File: config.mk
export PLATFORM = sky130hd
export DESIGN_NAME = mem_reader
export DESIGN_NICKNAME = d
export VERILOG_FILES = /design/src/rtl/mem_reader.sv
export SDC_FILE = /design/constraint.sdc
export NUM_CORES = 1
export LEC_CHECK = 0
export BUFFER_PORTS_ARGS = -buffer_cell sky130_fd_sc_hd__buf_2
export CAP_MARGIN = 20
export CORE_MARGIN = 3
export CORE_UTILIZATION = 55
export CTS_CLUSTER_SIZE = 30
export DETAILED_ROUTE_END_ITERATION = 16
export PLACE_DENSITY = 0.73
export SETUP_SLACK_MARGIN = 0.1
export SLEW_MARGIN = 10
export SYNTH_ARGS = -nofsm -noshare
export SYNTH_HDL_FRONTEND = slang
export SYNTH_SLANG_ARGS = --single-unit
export TNS_END_PERCENT = 100
File: constraint.sdc
create_clock -name in_clk -period 2.3 [get_ports in_clk]
set_input_delay 0 -clock in_clk [delete_from_list [all_inputs] [get_ports in_clk]]
set_output_delay 0 -clock in_clk [all_outputs]
set_load 0.05 [all_outputs]
File: src/rtl/mem_reader.sv
// mem_reader: snapshot queue for memory-register write-done strobes.
// Optional duplicate suppression: define MEM_READER_DEDUP_EN.
module mem_reader #(
   parameter int DEPTH = 4
) (
   input  logic                     in_clk,
   input  logic                     in_rst,
   input  logic [5:0]               in_mem,
   input  logic                     mem_wrt_rd,
   input  logic                     in_ready,
   input  logic                     in_clr_ovf,
   output logic [5:0]               out_data,
   output logic                     out_valid,
   output logic [$clog2(DEPTH):0]   out_count,
   output logic                     out_overflow
);

   localparam int PW = $clog2(DEPTH);
   localparam int CW = PW + 1;
   localparam logic [CW-1:0] FULL = CW'(DEPTH);

   logic [5:0]    mem_q [DEPTH];
   logic [PW-1:0] wr_q, wr_d;
   logic [PW-1:0] rd_q, rd_d;
   logic [CW-1:0] cnt_q, cnt_d;
   logic          ovf_q, ovf_d;
   logic          push_req, pop, accept, reject;

`ifdef MEM_READER_DEDUP_EN
   logic [5:0]    last_q, last_d;
`endif

   // Handshake decode, pointer/count/flag next-state.
   always_comb begin
      pop      = (cnt_q != '0) && in_ready;
`ifdef MEM_READER_DEDUP_EN
      push_req = mem_wrt_rd && (in_mem != last_q);
      last_d   = last_q;
`else
      push_req = mem_wrt_rd;
`endif
      accept   = push_req && ((cnt_q != FULL) || pop);
      reject   = push_req && !accept;
      wr_d     = wr_q;
      rd_d     = rd_q;
      cnt_d    = cnt_q;
      if (accept) wr_d = wr_q + 1'b1;
      if (pop)    rd_d = rd_q + 1'b1;
      if (accept && !pop) cnt_d = cnt_q + 1'b1;
      if (pop && !accept) cnt_d = cnt_q - 1'b1;
      ovf_d    = reject | (ovf_q & ~in_clr_ovf);
`ifdef MEM_READER_DEDUP_EN
      if (accept) last_d = in_mem;
`endif
   end

   // Control state with synchronous reset.
   always_ff @(posedge in_clk) begin
      if (in_rst) begin
         wr_q   <= '0;
         rd_q   <= '0;
         cnt_q  <= '0;
         ovf_q  <= 1'b0;
`ifdef MEM_READER_DEDUP_EN
         last_q <= 6'h3F;
`endif
      end else begin
         wr_q   <= wr_d;
         rd_q   <= rd_d;
         cnt_q  <= cnt_d;
         ovf_q  <= ovf_d;
`ifdef MEM_READER_DEDUP_EN
         last_q <= last_d;
`endif
      end
   end

   // Snapshot storage; contents only matter where count says so.
   always_ff @(posedge in_clk) begin
      if (!in_rst && accept) mem_q[wr_q] <= in_mem;
   end

   assign out_count    = cnt_q;
   assign out_valid    = (cnt_q != '0);
   assign out_data     = out_valid ? mem_q[rd_q] : 6'h3F;
   assign out_overflow = ovf_q;

endmodule
# Yosys cells after proc, flatten, opt, wreduce, memory -nomap -nowiden

Memory sizes are Yosys's and may differ from the RTL's. A register that Yosys moved wholly into a read port is not among the register bits.
Cells that the tools add are included.

Memory bits (writable): 24
Output and inout bits: 11
Register bits after elaboration: 8
Memories kept: 1
Bits of input ports: 11

Memories:

| memory | words | width | rd ports | clocked after memory_dff | write ports | line | source |
|---|---|---|---|---|---|---|---|
| mem_q  | 4     | 6     | 1        | 1                        | 1           | 22   | `logic [5:0] mem_q [DEPTH];` |

Add/sub/neg operators: 4
Mux-type cells: 7
Reductions and logical operators: 12
Bitwise logic cells: 3
Equal/unequal tests: 1

Operators with widths:

| cell                  | number |
|---|---|
| $logic_and A1 B1 Y1   | 6 |
| $mux W3               | 2 |
| $mux W6               | 1 |
| $add A2 B1 Y2 const B | 2 |
| $mux W2               | 2 |
| $add A3 B1 Y3 const B | 1 |
| $logic_not A1 Y1      | 3 |
| $ne A3 B3 Y1 const B  | 1 |
| $reduce_bool A3 Y1    | 1 |
| $sub A3 B1 Y3 const B | 1 |
| $mux W1               | 2 |
| $reduce_bool A2 Y1    | 1 |
| $and A1 B1 Y1         | 1 |
| $logic_or A1 B1 Y1    | 1 |
| $not A1 Y1            | 1 |
| $or A1 B1 Y1          | 1 |

# Longest topological paths before layout

Gate-level depths: netlist (run 1).

Depth after elaboration: 7
Mapped depth: 8
Mapped depth without buffers: 7

# Worst setup path after synthesis (run 1)

No wires, ideal clock.

Path type: register to register
Start point: reg cnt_q[1], in the netlist out_count[1]
End point: reg cnt_q[1], in the netlist out_count[1]
Path buffers: 0
Path slack: -105 ps
Data required time: 2,177 ps
Arrival: 2,282 ps
Clock period less this slack: 2,405 ps
Stages on the path, launching flop included: 7
Path through: dfxtp_1 > nor3_1 > inv_1 > nand3_1 > fa_1 > nor2_1 > mux2_1

Longest elaborated chain between the ends: 7
Elaborated cells on any way between the ends: 14
Those cells by class: add/sub (2); eq/ne (1); mux (2); reduce/logical (9)

Ends and longest elaborated chain:

| what                                                 | line | source |
|---|---|---|
| start: declaration                                   | 25   | `logic [CW-1:0] cnt_q, cnt_d;` |
| start signal: assignment                             | 70   | `cnt_q <= cnt_d;` |
| $reduce_bool A3 Y1 *                                 | --   |  |
| net out_valid                                        | 13   | `output logic out_valid,` |
| $logic_and A1 B1 Y1 *                                | 35   | `pop = (cnt_q != '0) && in_ready;` |
| $logic_or A1 B1 Y1                                   | 42   | `accept = push_req && ((cnt_q != FULL) \|\| pop);` |
| $logic_and A1 B1 Y1                                  | 42   |  |
| $logic_not A1 Y1                                     | 50   | `if (pop && !accept) cnt_d = cnt_q - 1'b1;` |
| $logic_and A1 B1 Y1                                  | 50   |  |
| $mux W3 / $reduce_bool A2 Y1 (equally long branches) | --   |  |

Mark *: on every way through the listed nets, which the timed path passes. The rest lies on a longest branch. The select of a mux whose other input is x is not followed.
A chain may end at the register's enable or synchronous reset.

==> summary.md, run 1 <==
| Metric | Value |
|---|---|
| DP HPWL | `1780 um` |
| Final TNS setup | `0 ns` |
| Placed Cells | `150` |
| Pwr Density | `1040 nW/um^2` |
| Crit Path Max Fanout | `6` |
| CTS Root Cell | `clkbuf_4` |
| Final Max Slew Viols | `0` |
| CP Launch Type | `register` |
| GPL Wtd Cong | `0.803` |
| Synthesized area | `1510 um^2` |
| Post-synth EDFFs | `24` |
| Worst hold start | `mem_wrt_rd` |
| DRT iter0 DRCs | `25` |
| M1 GR Usage | `22.0%` |
| Yosys reg bits | `34` |
| Hold Path Sink | `wr_q[1]` |
| Core area | `about 2500 um^2` |
| Worst IR Drop VDD | `0.692 mV` |
| Area grow syn2layout | `16.1%` |
| Grt total ovfl | `0` |
| R2R depth | `7` |
| Fmax | `0.519 GHz` |
| Die Y | `58.4 um` |
| Worst Path Arrival | `1.93 ns` |
| IO Count | `22` |
| Slew headroom | `between 70 and 80%` |
| Cts repair resizes | `0` |
| # Post-CTS Setup Buffers | `0` |
| Fin worst setup slack | `approximately 0.37 ns` |
| Clock Skews | `about 0.012 ns` |
| # setup viols final | `0` |
| Final hold violation count | `0` |
| Worst hold path depth | `3` |
| Most instantiated cells after synthesis | `edfxtp_1, nor2_1, dfxtp_1` |
| Post-Syn Nets | `121` |
| Die outline area | `3410 um^2` |
| Number of global-route vias before repair | `887` |
| Synth cell types | `32` |
| Worst-Skew Late Latency | `0.33 ns` |
| R2r setup slk | `between 0.4 and 0.5 ns` |
| Diodes inserted | `0` |
| P_leak | `0.648 nW` |
| WL final | `2560 um` |
| Clock Path Buffers | `2` |
| Critical R2R Launch | `out_count[2]` |
| Max_cap viols | `0` |
| Synth Area per Inst | `14.4 um^2` |
| # rows | `18` |
| Setup crit end kind | `primary output` |
| Final nets | `152` |
| Min Tclk post-route | `~1.9 ns` |
| Top cells by area, synth | `edfxtp_1, dfxtp_1, mux4_2` |
| Synth Instances | `105` |
| Ys async rst share | `0%` |
| Biggest area consumer among synthesized cells | `edfxtp_1` |
| Ys Warns | `0` |
| Gr usage total | `18.0%` |
| Status | `finished clean` |
| Pin count of the biggest net entering global routing | `13` |
| Die extent in x | `58.4 um` |
| Layout Cells excl Fill | `roughly 170` |
| Worst slew pin tran | `0.430 ns` |
| CTS tree | `done` |
| Type of the most critical hold path | `in -> reg` |
| Wire length per cell | `roughly 15 um` |
| DR vias | `877` |
| Capturing point of the worst reg2reg path | `out_count[2]` |
| Initial antenna violation count | `0` |
| Antenna-violating nets left | `0` |
| Area share of the largest cell type after synthesis | `47.8%` |
| First-pass GRT wire length | `4250 um` |
| Tcrit/Tclk final | `approximately 84%` |
| WS Path Type | `reg -> out` |
| # DRC | `0` |
| Sequential cell area fraction in the yosys report | `between 60% and 70%` |
| Initial Util | `between 50% and 60%` |
| DR vias/cell | `between 5 and 6` |
| Layout fillers | `192` |
| Dpl ws | `0.481 ns` |
| CTS buffer count | `5` |
| Critical Path RT | `2.30 ns` |
| Met3 Use GR | `between 7 and 8%` |
| Post-DP Area | `1610 um^2` |
| Clk sinks | `34` |
| Count leader, synth | `edfxtp_1` |
| Layout cells sized above 1 | `28.7%` |
| Fin area | `1750 um^2` |
| Drt first pass iters | `4` |
| Max H-tree Level | `2` |
| Main synth FF type | `edfxtp_1` |
| GRT met2 Usage | `28.4%` |
| Clock slew at reported path FFs | `0.09 ns` |
| Port Buffers | `21` |
| Final Power | `1.83 mW` |
| RSZ-0062 raised after global routing | `false` |
| Most used routing layer | `met2` |
state kept, by name (all words and copies together) (netlist names), named ones only:
register	cells
mem_q	24
out_count	3
out_overflow	1
rd_q	2
wr_q	2
worst max-delay path by stage:
stage                  from            to  slack, ns  cells past startpoint
5_1_grt            register   out_data[2]       0.24                      3
6_report           register   out_data[3]       0.37                      3
3_5_place_dp   out_count[2]  out_count[2]       0.48                      7
4_1_cts            register   out_data[0]       0.34                      3
2_1_floorplan  out_count[2]  out_count[1]       0.12                      7
3_3_place_gp   out_count[2]  out_count[2]       0.58                      7
per-stage QoR:
stage                     utilization (%)  hold slack [ns]
final                                68.8           0.0195
after global routing                 68.8           0.0403
after CTS                            68.8           0.0136
after detailed placement             63.4            0.225
after global placement               63.4            0.213
after floorplan                         -           0.0989
cells by family (layout without fill, tap and decap cells):
kind of cell | count (synthesis) | count (layout) | synth area share, %
muxes | 8 | 8 | 10.4
adders and majority gates | 5 | 5 | 4.64
AOI/OAI and AO/OA | 12 | 12 | 5.64
and+or+nand+nor | 31 | 31 | 12.1
xor gates and xnor gates | 3 | 3 | 1.74
DFF | 34 | 34 | 61.0
buffers and inverters | 12 | 43 | 4.39
repair_timing:
item,4_1_cts,5_1_grt
hold buffers,9,0
endpoints found under the setup margin,0,0
hold endpoints to repair,30,0
layout make-up:
class                           instances  area [um^2]  share of cell area, %
Clock buffer                            5         37.5                   2.14
Tap cell                               30         37.5                   2.14
Inverter                                6         22.5                   1.29
Sequential cell                        34          922                   52.6
Timing Repair Buffer                   30          195                   11.1
Clock inverter                          2         10.0                  0.571
Multi-Input combinational cell         59          527                   30.1
report_power, final:
group | internal, mW | leakage [nW] | total, mW | switching (mW)
logic | 0.245 | 0.317 | 0.724 | 0.479
registers | 0.714 | 0.300 | 0.807 | 0.0929
clock network | 0.110 | 0.0308 | 0.298 | 0.189
total | 1.07 | 0.648 | 1.83 | 0.760
routing by layer:
| layer | routed length (um) | vias up | part of all wire, % |
|---|---|---|---|
| li1 | - | 437 | - |
| met1 | 1160 | 419 | 45 |
| met2 | 1250 | 15 | 49 |
| met3 | 111 | 6 | 4.3 |
| met4 | 38 | 0 | 1.5 |
| met5 | 0 | - | 0 |
worst max-delay path: stages (launching register included):
cell and delay (ns):
dfxtp_1 0.59, mux4_2 0.56, or2_1 0.23, buf_2 0.21
placed cells by master, fill, tap and decap left out, types with 5 or more instances in the layout:
cell           count
clkbuf_4           5
inv_1              5
dfxtp_1            9
or2_1              6
edfxtp_1          24
dlygate4sd3_1      9
mux4_2             6
buf_2             21
nor2_1            11
No activity file was read; power rests on OpenSTA's default activity.
==> inputs of run 2 (changes only) <==
CORE_UTILIZATION = 50   (was 55)
PLACE_DENSITY = 0.7   (was 0.73)
clock period = 1.6 ns   (was 2.3 ns; I/O delays follow)
==> run 2 against run 1 <==
- the run now ends with negative setup slack left
- clock skew decreased by 0.0043 ns
- sequential power increased by 39%
- critical path type unchanged
- core utilization shrank 0.77 points
- power is 65% higher
- register-to-register slack worse by 0.47 ns
- setup slack lost 0.47 ns
- first-iteration DRC count is 60% higher
- combinational power is 100% higher
==> summary.md, run 2 (same netlist as run 1, synthesis figures left out) <==
| Metric | Value |
|---|---|
| Min Tclk post-route | `1.70 ns` |
| Layout fillers | `197 (+2.6%)` |
| Status | `finished with violations` |
| Gr usage total | `17.5% (-0.47 points)` |
| Fmax | `slightly below 0.6 GHz` |
| R2r setup slk | `-0.01 ns (-0.47 ns)` |
| Clk pwr share | `14.4% (-1.9 points)` |
| Max_cap viols | `0 (unchanged)` |
| Fin worst setup slack | `-0.100 ns (-0.474 ns)` |
| Fin area | `1910 um^2 (+9.0%)` |
| RSZ-0062 raised after global routing | `true` |
| Most flop-heavy register | `mem_q` |
| Final hold violation count | `0 (unchanged)` |
| Setup crit end kind | `primary output` |
| Net Sw Frac | `39.1% (-2.4 points)` |
| Net Sw Power | `1.18 mW (+55%)` |
| Worst Path Arrival | `1.70 ns (-0.23 ns)` |
| Worst-Skew Late Latency | `0.33 ns (about the same)` |
| Commonest non-fill, non-tap cells in the layout | `edfxtp_1, buf_2, nor2_1` |
| WS Path Type | `reg -> out` |
| Worst slew pin tran | `0.393 ns (-0.0375 ns)` |
| GPL Wtd Cong | `0.702 (-13%)` |
| Failing checks | `negative setup slack` |
| # setup viols final | `7 (+7)` |
| Die extent in x | `60.9 um (+4.4%)` |
| Drt first pass iters | `6 (+2)` |
| # rows | `19 (+1)` |
| Initial Util | `53.8% (-5.5 points)` |
| Wire length per cell | `15.2 um (-1.6%)` |
| Diodes inserted | `0 (unchanged)` |
| IO Count | `22 (unchanged)` |
| DRT iter0 DRCs | `40 (+60%)` |
| Most common cell after layout, fill and taps aside | `edfxtp_1` |
| Post-DP Area | `1670 um^2 (+3.3%)` |
| Worst IR Drop VDD | `0.877 mV (+27%)` |
| Area grow syn2layout | `26.5%` |
| Final Max Slew Viols | `0 (unchanged)` |
| CP Launch Type | `register` |
| First-pass GRT wire length | `4370 um (+2.8%)` |
| Pwr Density | `1580 nW/um^2 (+51%)` |
| Final Power | `3.01 mW (+65%)` |
| CTS Root Cell | `clkbuf_4` |
| Final TNS setup | `-0.490 ns (-0.490 ns)` |
| P_leak | `0.722 nW (+11%)` |
| Tcrit/Tclk final | `106%` |
| Largest stage delay, worst path | `0.50 ns (-0.09 ns)` |
| DR vias | `917 (+4.6%)` |
| DR vias/cell | `5.24 (-0.82%)` |
| Crit Path Max Fanout | `6 (unchanged)` |
| # DRC | `0 (unchanged)` |
| WL final | `2660 um (+3.8%)` |
| CTS buffer count | `5 (unchanged)` |
| Layout cells sized above 1 | `40.3% (+12 points)` |
| Flop pwr share | `37.3% (-6.8 points)` |
| CTS tree | `done` |
| Core area | `2810 um^2 (+10%)` |
| Max H-tree Level | `2 (unchanged)` |
| Die Y | `60.9 um (+4.4%)` |
| Internal power | `1.83 mW (+71%)` |
| DP HPWL | `1800 um (+0.83%)` |
| Number of flip-flops under the largest register name | `24 (unchanged)` |
| Crit-path cells | `buf_12 > mux4_2 > or2_1 > buf_6` |
| Grt total ovfl | `0 (unchanged)` |
| Pin count of the biggest net entering global routing | `13 (unchanged)` |
| Critical Path RT | `1.60 ns (-0.70 ns)` |
| Buf/Inv on CP | `2 (+1)` |
| Clock Path Buffers | `2 (unchanged)` |
| Final nets | `159 (+4.6%)` |
| Antenna-violating nets left | `0 (unchanged)` |
| Port Buffers | `21 (unchanged)` |
| Clock Skews | `0.00732 ns (-0.00432 ns)` |
| Delay-heaviest family, CP | `multiplexers` |
| Clock slew at reported path FFs | `0.10 ns (about the same)` |
| Type of the most critical hold path | `in -> reg` |
| Slowest CP cell | `mux4_2` |
| Number of global-route vias before repair | `897 (+1.1%)` |
| Initial antenna violation count | `0 (unchanged)` |
| Comb pwr share | `48.4% (+8.8 points)` |
| Slew headroom | `73.6% (+2.3 points)` |
| Clk sinks | `34 (unchanged)` |
| Die outline area | `3710 um^2 (+8.9%)` |
==> run 2: area by class of cell <==
class	instances	area, um^2	share of cell area (%)
inverter	6	25.0	1.31
sequential	34	933	48.9
clock buffer	6	41.3	2.16
multi-input combinational	59	566	29.6
timing repair buffer	37	297	15.5
clock inverter	2	8.76	0.459
tap	31	38.8	2.03
==> run 2: worst reg2reg max path, stage by stage (launching register included) <==
cell	delay [ns]
dfxtp_4	0.37
nor3_4	0.23
inv_4	0.04
nand3_2	0.06
fa_2	0.19
nand3b_1	0.09
or3_1	0.38
a31oi_1	0.17
==> run 2: final timing paths <==
path                      from            to  cells past startpoint
setup / recovery      register   out_data[2]                      4
hold / removal      in_clr_ovf  out_overflow                      4
setup reg to reg  out_count[1]  out_count[2]                      7
hold reg to reg        wr_q[1]       wr_q[1]                      2
==> run 2: timing repair <==
action / in CTS / in global routing
buffers inserted: 4 / 3
pin swaps: 2 / 7
gates resized for setup: 15 / 11
endpoints found under the hold margin: 32 / 0
endpoints found under the setup margin: 14 / 33
hold buffers: 7 / 0
==> run 2: metrics by stage <==
| stage | hold slack (ns) | util (%) | instances | setup WS [ns] |
|---|---|---|---|---|
| 6_report | 0.00164 | 68.1 | 175 | -0.100 |
| 5_1_grt | 0.0320 | 68.1 | 175 | -0.160 |
| 4_1_cts | 0.00652 | 66.3 | 172 | -0.107 |
| 3_5_place_dp | 0.224 | 59.4 | 153 | 0.0756 |
| 3_3_place_gp | 0.214 | 59.4 | 153 | 0.118 |
| 2_1_floorplan | 0.0989 | - | 105 | -0.175 |
==> run 2: metal layers <==
layer | global-route usage (%) | part of all wire [%] | vias up
li1 | - | - | 453
met3 | 7.02 | 4.1 | 6
met2 | 27.8 | 49 | 23
met4 | 7.43 | 1.9 | 0
met1 | 21.2 | 45 | 435
met5 | 0 | 0 | -
==> run 2: power groups by stage <==
stage / registers [mW] / clock network [mW] / logic (mW)
final: 1.12 / 0.433 / 1.46
after global routing: 1.14 / 0.488 / 1.56
after CTS: 1.14 / 0.438 / 1.36
after detailed placement: 1.17 / 0 / 1.17
after global placement: 1.16 / 0 / 1.16
after floorplan: 1.20 / 0 / 0.900
==> inputs of run 3 (changes only) <==
CAP_MARGIN = 40   (was 20)
CORE_ASPECT_RATIO = 1.4   (was default)
==> run 3 against run 2 <==
- largest cell class unchanged
- critical path depth unchanged
- core utilization decreased by 2.0 points
- first-iteration DRC count decreased by 60%
- the run now ends clean
- critical path type unchanged
- global-route usage decreased by 1.9 points
- non-clock buffer count decreased by 3
==> summary.md, run 3 (same netlist as run 1, synthesis figures left out) <==
| Metric | Value |
|---|---|
| Number of global-route vias before repair | `872 (-2.8%)` |
| Die Y | `71 um (+17%)` |
| Worst slew pin tran | `0.406 ns (+0.0130 ns)` |
| GPL Wtd Cong | `0.729 (+3.9%)` |
| Grt total ovfl | `0 (unchanged)` |
| # rows | `23 (+4)` |
| WL final | `2400 um (-9.7%)` |
| Final hold violation count | `0 (unchanged)` |
| Status | `finished clean` |
| Layout Cells excl Fill | `178 (+1.7%)` |
| Placed Cells | `160 (+4.6%)` |
| P_leak | `0.712 nW (-1.3%)` |
| Die extent in x | `52.4 um (-14%)` |
| Antenna-violating nets left | `0 (unchanged)` |
| DP HPWL | `1740 um (-2.9%)` |
| Clk sinks | `34 (unchanged)` |
| Number of flip-flops under the largest register name | `24 (unchanged)` |
| Max_cap viols | `0 (unchanged)` |
| CTS buffer count | `5 (unchanged)` |
| Pwr Density | `1620 nW/um^2 (+3.0%)` |
| Port Buffers | `21 (unchanged)` |
| Layout cells sized above 1 | `40.4% (+0.15 points)` |
| DR vias | `924 (+0.76%)` |
| Type of the most critical hold path | `in -> reg` |
| Final Util | `66.1% (-2.0 points)` |
| Worst Path Arrival | `1.59 ns (-0.11 ns)` |
| Crit Path Max Fanout | `3 (-3)` |
| R2R depth | `7 (unchanged)` |
| Final nets | `156 (-1.9%)` |
| Max H-tree Level | `2 (unchanged)` |
| Initial antenna violation count | `0 (unchanged)` |
| Initial Util | `52.4% (-1.4 points)` |
| Area grow syn2layout | `26.0%` |
| Tcrit/Tclk final | `99.7% (-6.6 points)` |
| WS Path Type | `reg -> out` |
| Clock slew at reported path FFs | `0.06 ns (-0.04 ns)` |
| Setup crit end kind | `primary output` |
| Fmax | `0.627 GHz (+6.6%)` |
| Pin count of the biggest net entering global routing | `13 (unchanged)` |
| Worst-Skew Late Latency | `0.28 ns (-0.05 ns)` |
| Worst hold path depth | `4 (unchanged)` |
| Wire length per cell | `13.5 um (-11%)` |
| Slew headroom | `72.6% (-1.0 points)` |
| Drt first pass iters | `4 (-2)` |
| CTS tree | `done` |
| Critical Path RT | `1.60 ns (about the same)` |
| Clock Skews | `0.00284 ns (-0.00448 ns)` |
| Most common cell after layout, fill and taps aside | `edfxtp_1` |
| Most flop-heavy register | `mem_q` |
| First-pass GRT wire length | `4080 um (-6.5%)` |
| Final Max Slew Viols | `0 (unchanged)` |
| Commonest non-fill, non-tap cells in the layout | `edfxtp_1, buf_2, nor2_1, buf_6` |
| IO Count | `22 (unchanged)` |
| Die outline area | `3720 um^2 (+0.25%)` |
| CP Launch Type | `register` |
| # DRC | `0 (unchanged)` |
| DRT iter0 DRCs | `16 (-60%)` |
| CTS Root Cell | `clkbuf_8` |
| Diodes inserted | `0 (unchanged)` |
| DR vias/cell | `5.19 (-0.93%)` |
| Worst IR Drop VDD | `1.34 mV (+53%)` |
| Min Tclk post-route | `1.59 ns (-0.106 ns)` |
| Clock Path Buffers | `2 (unchanged)` |
| Core area | `2880 um^2 (+2.6%)` |
| RSZ-0062 raised after global routing | `true` |
| Gr usage total | `15.6% (-1.9 points)` |
| # setup viols final | `0 (-7)` |
run 3: what timing repair did:
item / CTS / global route
hold endpoints to repair: 24 / 0
gates resized for setup: 19 / 3
pin swaps: 1 / 2
buffers inserted: 4 / 0
hold buffers: 6 / 0
setup endpoints to repair: 26 / 21
run 3: worst paths after layout:
path	from	to	slack (ns)
worst max-delay path	register	out_data[3]	0.005
worst min-delay path	in_clr_ovf	out_overflow	0.03
worst max register to register	out_count[2]	out_count[2]	0.08
worst min register to register	wr_q[1]	wr_q[1]	0.53
run 3: per-stage QoR:
step / power, mW / setup WS, ns / setup TNS, ns / area [um^2] / hold WS [ns]
6_report: 3.09 / 0.00517 / 0 / 1900 / 0.0297
5_1_grt: 3.26 / -0.0621 / -0.355 / 1900 / 0.0511
4_1_cts: 3.12 / -0.0156 / -0.0457 / 1900 / 0.0225
3_5_place_dp: 2.31 / 0.0650 / 0 / 1670 / 0.216
3_3_place_gp: 2.29 / 0.0997 / 0 / 1670 / 0.211
2_1_floorplan: 2.10 / -0.175 / -0.345 / 1540 / 0.0989
run 3: report_power, final:
group / leakage [nW] / switching (mW) / internal (mW)
Combinational: 0.365 / 0.781 / 0.590
Sequential: 0.302 / 0.0926 / 1.04
Clock: 0.0450 / 0.283 / 0.301
Total: 0.712 / 1.16 / 1.93
run 3: critical path, cell delays in order, from the launching register on:
cell and delay, ns:
dfxtp_2 0.35, buf_6 0.12, mux4_2 0.47, or2_1 0.23, buf_6 0.16
run 3: layout make-up:
class                   instances  area, um^2
fillers                       213         976
flip-flops and latches         34         933
multi-input cells              59         552
repair buffers                 34         263
clock buffers                   6        72.6
well taps                      37        46.3
inverters                       6        25.0
clock inverters                 2        10.0
run 3: metal layers:
layer  up-vias  wire length (um)  GRT usage, %
met1       441               904          17.0
met3         4               130          5.05
met4         0                49          9.94
li1        450                 -             -
met2        29              1320          25.4
met5         -                 0             0
